--- src/rtl/pad_cfg_sequencer_if.sv ---
// Register bus between the SoC control fabric and the pad configuration sequencer.
// Reads complete the cycle after acceptance; writes are held off while a commit runs.
interface pad_cfg_sequencer_if;
    logic        reg_valid;
    logic        reg_ready;
    logic        reg_write;
    logic [7:0]  reg_addr;
    logic [31:0] reg_wdata;
    logic        reg_rvalid;
    logic [31:0] reg_rdata;

    modport master (
        output reg_valid, reg_write, reg_addr, reg_wdata,
        input  reg_ready, reg_rvalid, reg_rdata
    );

    modport slave (
        input  reg_valid, reg_write, reg_addr, reg_wdata,
        output reg_ready, reg_rvalid, reg_rdata
    );
endinterface

--- src/rtl/pad_cfg_sequencer.sv ---
// Shadow-register pad configuration controller: applies ie/oen/tech-config to the four
// padring sides one at a time, never changing config while a side's pins are enabled.
//
// state     | meaning
// ----------+---------------------------------------------------------------
// S_IDLE    | waiting for a commit request, bus fully open
// S_QUIESCE | current side: drivers off (oen all 1), inputs off (ie 0)
// S_APPLY   | current side: load shadow tech config, start settle timer
// S_WAIT    | settle timer counting down to zero
// S_RELEASE | current side: apply shadow ie/oen, then next side or finish
module pad_cfg_sequencer #(
    parameter int NPINS  = 9,
    parameter int CFGW   = 18,
    parameter int SETTLE = 16
) (
    input  logic                    clk,
    input  logic                    nreset,
    pad_cfg_sequencer_if.slave      bus,
    output logic [4*NPINS-1:0]      pad_ie,
    output logic [4*NPINS-1:0]      pad_oen,
    output logic [4*NPINS*CFGW-1:0] pad_cfg,
    output logic                    busy,
    output logic                    done
);
    localparam int NCFG = 4 * NPINS;
    localparam int CIW  = $clog2(NCFG);
    localparam int CNTW = (SETTLE > 1) ? $clog2(SETTLE) : 1;

    typedef enum logic [2:0] {
        S_IDLE    = 3'd0,
        S_QUIESCE = 3'd1,
        S_APPLY   = 3'd2,
        S_WAIT    = 3'd3,
        S_RELEASE = 3'd4
    } state_t;

    state_t                  r_state;
    state_t                  w_next;

    logic [NPINS-1:0]        r_sh_ie  [4];
    logic [NPINS-1:0]        r_sh_oen [4];
    logic [CFGW-1:0]         r_sh_cfg [NCFG];

    logic [4*NPINS-1:0]      r_pad_ie;
    logic [4*NPINS-1:0]      r_pad_oen;
    logic [4*NPINS*CFGW-1:0] r_pad_cfg;
    logic [1:0]              r_side;
    logic [CNTW-1:0]         r_cnt;
    logic [15:0]             r_commit_cnt;
    logic                    r_busy;
    logic                    r_done;
    logic                    r_rvalid;
    logic [31:0]             r_rdata;

    logic                    w_acc;
    logic                    w_wr;
    logic                    w_rd;
    logic                    w_is_ie;
    logic                    w_is_oen;
    logic                    w_is_cfg;
    logic                    w_is_ctrl;
    logic                    w_is_stat;
    logic                    w_commit;
    logic [31:0]             w_cfg_off;
    logic [CIW-1:0]          w_cfg_idx;
    logic [31:0]             w_rd_val;
    logic                    w_quiesce;
    logic                    w_apply;
    logic                    w_release;
    logic                    w_last_side;
    logic                    w_unused;

    // Writes stall during a commit so the shadows stay frozen; reads never stall.
    assign bus.reg_ready = !(r_busy && bus.reg_write);
    assign w_acc         = bus.reg_valid && bus.reg_ready;
    assign w_wr          = w_acc && bus.reg_write;
    assign w_rd          = w_acc && !bus.reg_write;

    assign w_is_ie   = (bus.reg_addr[7:2] == 6'd0);
    assign w_is_oen  = (bus.reg_addr[7:2] == 6'd1);
    assign w_is_ctrl = (bus.reg_addr == 8'h40);
    assign w_is_stat = (bus.reg_addr == 8'h41);
    assign w_cfg_off = 32'(bus.reg_addr) - 32'h10;
    assign w_is_cfg  = (bus.reg_addr >= 8'h10) && (w_cfg_off < NCFG) && !w_is_ctrl && !w_is_stat;
    assign w_cfg_idx = w_cfg_off[CIW-1:0];
    assign w_commit  = w_wr && w_is_ctrl && bus.reg_wdata[0] && (r_state == S_IDLE);

    assign w_last_side = (r_side == 2'd3);
    assign w_unused    = ^{bus.reg_wdata, w_cfg_off};

    always_comb begin
        w_rd_val = '0;
        if (w_is_ie) begin
            w_rd_val[NPINS-1:0] = r_sh_ie[bus.reg_addr[1:0]];
        end else if (w_is_oen) begin
            w_rd_val[NPINS-1:0] = r_sh_oen[bus.reg_addr[1:0]];
        end else if (w_is_cfg) begin
            w_rd_val[CFGW-1:0] = r_sh_cfg[w_cfg_idx];
        end else if (w_is_ctrl) begin
            w_rd_val = {28'b0, r_side, 1'b0, r_busy};
        end else if (w_is_stat) begin
            w_rd_val = {16'b0, r_commit_cnt};
        end
    end

    always_ff @(posedge clk or negedge nreset) begin
        if (!nreset) begin
            for (int s = 0; s < 4; s++) begin
                r_sh_ie[s]  <= '0;
                r_sh_oen[s] <= '1;
            end
            for (int i = 0; i < NCFG; i++) begin
                r_sh_cfg[i] <= '0;
            end
        end else if (w_wr) begin
            if (w_is_ie) begin
                r_sh_ie[bus.reg_addr[1:0]] <= bus.reg_wdata[NPINS-1:0];
            end else if (w_is_oen) begin
                r_sh_oen[bus.reg_addr[1:0]] <= bus.reg_wdata[NPINS-1:0];
            end else if (w_is_cfg) begin
                r_sh_cfg[w_cfg_idx] <= bus.reg_wdata[CFGW-1:0];
            end
        end
    end

    always_ff @(posedge clk or negedge nreset) begin
        if (!nreset) begin
            r_rvalid <= 1'b0;
            r_rdata  <= '0;
        end else begin
            r_rvalid <= w_rd;
            if (w_rd) begin
                r_rdata <= w_rd_val;
            end
        end
    end

    always_ff @(posedge clk or negedge nreset) begin
        if (!nreset) begin
            r_state <= S_IDLE;
        end else begin
            r_state <= w_next;
        end
    end

    always_comb begin
        w_next = r_state;
        case (r_state)
            S_IDLE:    if (w_commit) w_next = S_QUIESCE;
            S_QUIESCE: w_next = S_APPLY;
            S_APPLY:   w_next = S_WAIT;
            S_WAIT:    if (r_cnt == '0) w_next = S_RELEASE;
            S_RELEASE: w_next = w_last_side ? S_IDLE : S_QUIESCE;
            default:   w_next = S_IDLE;
        endcase
    end

    always_comb begin
        w_quiesce = 1'b0;
        w_apply   = 1'b0;
        w_release = 1'b0;
        case (r_state)
            S_QUIESCE: w_quiesce = 1'b1;
            S_APPLY:   w_apply   = 1'b1;
            S_RELEASE: w_release = 1'b1;
            default:   ;
        endcase
    end

    always_ff @(posedge clk or negedge nreset) begin
        if (!nreset) begin
            r_pad_ie     <= '0;
            r_pad_oen    <= '1;
            r_pad_cfg    <= '0;
            r_side       <= 2'd0;
            r_cnt        <= '0;
            r_commit_cnt <= 16'd0;
            r_busy       <= 1'b0;
            r_done       <= 1'b0;
        end else begin
            r_done <= 1'b0;
            if (w_commit) begin
                r_busy <= 1'b1;
                r_side <= 2'd0;
            end
            if (w_apply) begin
                r_cnt <= CNTW'(SETTLE - 1);
            end else if ((r_state == S_WAIT) && (r_cnt != '0)) begin
                r_cnt <= r_cnt - 1'b1;
            end
            if (w_release) begin
                if (w_last_side) begin
                    r_busy       <= 1'b0;
                    r_done       <= 1'b1;
                    r_commit_cnt <= r_commit_cnt + 16'd1;
                end else begin
                    r_side <= r_side + 2'd1;
                end
            end
            // Only the side in sequence is touched; the others hold their last values.
            for (int s = 0; s < 4; s++) begin
                if (r_side == 2'(s)) begin
                    if (w_quiesce) begin
                        r_pad_ie[s*NPINS +: NPINS]  <= '0;
                        r_pad_oen[s*NPINS +: NPINS] <= '1;
                    end
                    if (w_apply) begin
                        for (int p = 0; p < NPINS; p++) begin
                            r_pad_cfg[(s*NPINS+p)*CFGW +: CFGW] <= r_sh_cfg[s*NPINS+p];
                        end
                    end
                    if (w_release) begin
                        r_pad_ie[s*NPINS +: NPINS]  <= r_sh_ie[s];
                        r_pad_oen[s*NPINS +: NPINS] <= r_sh_oen[s];
                    end
                end
            end
        end
    end

    assign pad_ie         = r_pad_ie;
    assign pad_oen        = r_pad_oen;
    assign pad_cfg        = r_pad_cfg;
    assign busy           = r_busy;
    assign done           = r_done;
    assign bus.reg_rvalid = r_rvalid;
    assign bus.reg_rdata  = r_rdata;
endmodule

--- src/flat_wrapper.sv ---
// flat-port wrapper written by rule: the top's interface ports become plain ports
module pad_cfg_sequencer_flat 
#(
    parameter int NPINS  = 9,
    parameter int CFGW   = 18,
    parameter int SETTLE = 16
)
  (clk, nreset, pad_ie, pad_oen, pad_cfg, busy, done, bus_reg_valid, bus_reg_write, bus_reg_addr, bus_reg_wdata, bus_reg_ready, bus_reg_rvalid, bus_reg_rdata);
  pad_cfg_sequencer_if bus_i ();
  input  logic clk;
  input  logic nreset;
  output logic [4*NPINS-1:0] pad_ie;
  output logic [4*NPINS-1:0] pad_oen;
  output logic [4*NPINS*CFGW-1:0] pad_cfg;
  output logic busy;
  output logic done;
  input wire logic [$bits(bus_i.reg_valid)-1:0] bus_reg_valid;
  input wire logic [$bits(bus_i.reg_write)-1:0] bus_reg_write;
  input wire logic [$bits(bus_i.reg_addr)-1:0] bus_reg_addr;
  input wire logic [$bits(bus_i.reg_wdata)-1:0] bus_reg_wdata;
  output wire logic [$bits(bus_i.reg_ready)-1:0] bus_reg_ready;
  output wire logic [$bits(bus_i.reg_rvalid)-1:0] bus_reg_rvalid;
  output wire logic [$bits(bus_i.reg_rdata)-1:0] bus_reg_rdata;
  assign bus_i.reg_valid = bus_reg_valid;
  assign bus_i.reg_write = bus_reg_write;
  assign bus_i.reg_addr = bus_reg_addr;
  assign bus_i.reg_wdata = bus_reg_wdata;
  assign bus_reg_ready = bus_i.reg_ready;
  assign bus_reg_rvalid = bus_i.reg_rvalid;
  assign bus_reg_rdata = bus_i.reg_rdata;
  pad_cfg_sequencer #(.NPINS(NPINS), .CFGW(CFGW), .SETTLE(SETTLE)) u_core (.clk(clk), .nreset(nreset), .bus(bus_i), .pad_ie(pad_ie), .pad_oen(pad_oen), .pad_cfg(pad_cfg), .busy(busy), .done(done));
endmodule
--- config.mk ---
export PLATFORM = sky130hd
export DESIGN_NAME = pad_cfg_sequencer_flat
export DESIGN_NICKNAME = d
export VERILOG_FILES = /design/src/rtl/pad_cfg_sequencer_if.sv /design/src/rtl/pad_cfg_sequencer.sv /design/src/flat_wrapper.sv
export SDC_FILE = /design/constraint.sdc
export NUM_CORES = 2
export LEC_CHECK = 0
export CAP_MARGIN = 15
export CORE_MARGIN = 5
export CORE_UTILIZATION = 34
export CTS_CLUSTER_SIZE = 30
export DETAILED_ROUTE_END_ITERATION = 16
export GPL_TIMING_DRIVEN = 0
export SYNTH_ARGS = -nofsm -noshare
export SYNTH_HDL_FRONTEND = slang
export SYNTH_SLANG_ARGS = --single-unit
--- constraint.sdc ---
create_clock -name clk -period 4.9 [get_ports clk]
set_clock_uncertainty 0.05 [all_clocks]
set_input_delay 1.47 -clock clk [delete_from_list [all_inputs] [get_ports clk]]
set_output_delay 1.47 -clock clk [all_outputs]
set_load 0.01 [all_outputs]
==> impl_results.md <==
- Outcome: completed
- CP bufs+invs: 5
- CTS buffer count: about 170
- Crit. End Element: register
- Min Tclk post-route: ~4900 ps
- Final hold vios: 0
- CP delay by family, top: buffers and inverters
- #FFs+latches synth: 1486
- Slew @ Worst Pin: 1362 ps
- Global Route Usage Sum: between 20% and 30%
- Hold/Removal Path Class: register to register
- Starting Density: 34.07%
- CTS Root Cell: clkbuf_16
- Endpoints failing setup: 0
- Mapped Area: ~62000 um^2
- Critical Path Slowest Stage Cell: clkdlybuf4s50_1
- Remaining routing DRC violations: 0
- Main synth FF type: dfrtp_1
- Final instance count without filler cells: 7393
- Initial antenna violation count: 25
- Worst EP required: about 5500 ps
- Fraction of layout cells with a size suffix above 1: between 40 and 50%
- Peak supply drop: ~250 uV
- CTS H-tree depth: 4
- Die X: about 440 um
- Setup TNS Final: 0 ps
- Rows: around 160
- Clock sink count: 1486
- Placer congestion estimate: a little over 0.9
- Wirelength per Cell: about 36 um
- CORE AREA: roughly 180000 um^2
- CTS Buffer Depth: 3
- Vias in the first global route: 40980
- Die H: approximately 440 um
- Critical Path Max Stage Delay: roughly 600 ps
- Top Ports: 800
- Critical path arrival: 5500 ps
- CP Launch Type: input port
- Avg Inst Size Synth: ~16 um^2
- Synthesized instance count: 3880
- PwrDens: ~370 nW/um^2
- LEAKAGE: around 37 nW
- Slew margin rel.: between 9 and 10%
- Clk_lat worst skew: 820 ps
- Max-cap violation count: 0
- Final Net Count: around 5000
- IO buf count: 767
- First DRT Iteration DRCs: around 3500
- Post-route ant nets: 0
- Largest net degree at the start of global routing: around 180
- Period utilization: 99.79%
- Gr ovfl total: 0
- Cts hold-fix bufs: 0
- First-pass GRT wire length: roughly 360 mm
- Dpl cells: just over 7000
- EDFF count, synth: 0
- F_max: about 0.20 GHz
- Final core utilization: a little over two fifths
- Yosys warnings: 0
- Max-slew violation count: 0
- DR pass1 iterations: 5
- DP Wirelength: a little over 200 mm
- Distinct cells, synth: between 70 and 80
- CTS tree: done
- WS Path Type: input port to register
- Cell Chain, Critical Path: clkdlybuf4s50_1 > buf_4 > buf_4 > buf_6 > buf_4 > mux4_2 > o32ai_1 > nand2_1 > a31oi_1 > o22ai_1
- CP Max Fanout: 10
- Die area: about 190000 um^2
- Worst-path clk slew: 60 ps
- P&R area growth vs syn: 27.00%
- Unrepaired setup endpoints after global routing: no
- Fraction of the yosys area taken by sequential cells: approximately three fifths
- Async S/R FF share, synth: 100.0%
- Vias per cell: approximately 5.5
- Crit-path most repeated cell: buf_4
- Detailed Route WL: ~270 mm
- Via count: a little over 40000
placed cells by master (no fill, tap or decap), types with 13 or more instances in the layout:
cell	count
buf_4	54
clkbuf_16	168
nand2_1	74
buf_2	119
conb_1	14
dfrtp_1	1414
clkbuf_1	152
nor2b_1	20
dfstp_2	72
nor2_1	34
a22o_1	44
nand3_1	13
a21oi_1	33
clkbuf_8	39
mux2_1	31
nand2_2	13
and2_1	13
o22a_1	38
mux2i_1	15
mux2_4	40
nor3_1	18
clkinv_2	15
diode_2	19
o21ai_0	29
mux2_2	1310
a22oi_1	18
clkdlybuf4s50_1	766
buf_16	13
xnor2_1	15
mux4_2	176
power by group:
group	switching, mW	leakage, nW	internal [mW]
registers	0.371	20.4	12.7
logic	2.00	14.0	1.29
clock network	5.31	2.65	7.21
total	7.68	37.0	21.2
worst paths after layout:
kind / from / end / slack, ps / cells after the start
setup / recovery: bus_reg_addr[1] / u_core.bus.reg_rdata[6] / 10 / 10
hold / removal: u_core.r_commit_cnt[15] / u_core.r_commit_cnt[15] / 440 / 1
setup reg to reg: u_core.r_state[1] / u_core.pad_cfg[359] / 1030 / 8
hold reg to reg: u_core.r_commit_cnt[15] / u_core.r_commit_cnt[15] / 440 / 1
max in group asynchronous: nreset / u_core.r_sh_cfg[64] / 1550 / 4
min in group asynchronous: nreset / u_core.pad_cfg[249] / 620 / 1
area by class of cell:
class | instances | area [um^2]
antenna | 19 | 47.55
buffer | 281 | 1435
multi-input combinational | 2115 | 23540
clock buffer | 255 | 4921
timing repair buffer | 800 | 8229
fill | 16590 | 103500
clock inverter | 41 | 498.0
inverter | 11 | 41.29
sequential | 1486 | 37280
tap | 2385 | 2984
kinds of logic after synthesis:
group / synth area share [%]
simple gates: 2.652
other cells: 0.006031
mux: 31.87
buf+inv: 2.334
xor+xnor: 0.2676
flops: 59.95
fa+ha+maj: 0.2213
compound gates: 2.702
flip-flops by register name, summed over array words and instances, names as in the netlist, 16 cells and up:
signal / flops
u_core.pad_cfg: 648
u_core.pad_ie: 36
u_core.r_sh_ie: 36
u_core.r_commit_cnt: 16
u_core.r_sh_oen: 36
u_core.r_sh_cfg: 648
u_core.pad_oen: 36
u_core.bus.reg_rdata: 18
per-stage QoR:
step	cell area, um^2	setup WS (ps)	hold WS, ps	power, mW
2_1_floorplan	62230	754.1	395.7	14.73
6_report	78970	10.07	436.0	28.90
3_3_place_gp	72890	-66550	420.1	16.55
4_1_cts	78780	33.70	435.5	29.14
3_5_place_dp	73320	-1455	423.9	16.61
5_1_grt	78940	19.52	450.1	29.77
what timing repair did:
item	CTS	global route
pin swaps	1	4
buffers inserted	3	9
setup endpoints to repair	50	77
gates resized for setup	9	7
layer usage:
layer / part of all wire, % / up-vias / global-route usage, %
met5: 0.011 / - / 0
met4: 6.7 / 4 / 14.82
met3: 6.4 / 493 / 5.770
met2: 48 / 1697 / 45.54
met1: 39 / 22040 / 33.76
li1: - / 16280 / -
cells in the mapped netlist (15+ instances only):
cell / count / area, um^2
a21oi_1: 33 / 165.2
dfrtp_1: 1414 / 35380
o21ai_0: 29 / 145.1
nor2b_1: 20 / 125.1
mux2i_1: 15 / 150.1
mux2_4: 40 / 600.6
a22o_1: 44 / 385.4
nand2_1: 74 / 277.8
mux2_2: 1310 / 14750
nor3_1: 18 / 90.09
buf_2: 125 / 625.6
nor2_1: 34 / 127.6
a22oi_1: 18 / 135.1
mux4_2: 176 / 3964
mux2_1: 31 / 349.1
clkbuf_1: 105 / 394.1
buf_4: 36 / 270.3
xnor2_1: 15 / 131.4
o22a_1: 38 / 332.8
dfstp_2: 72 / 1892
Power figures use the tool's default switching activity.
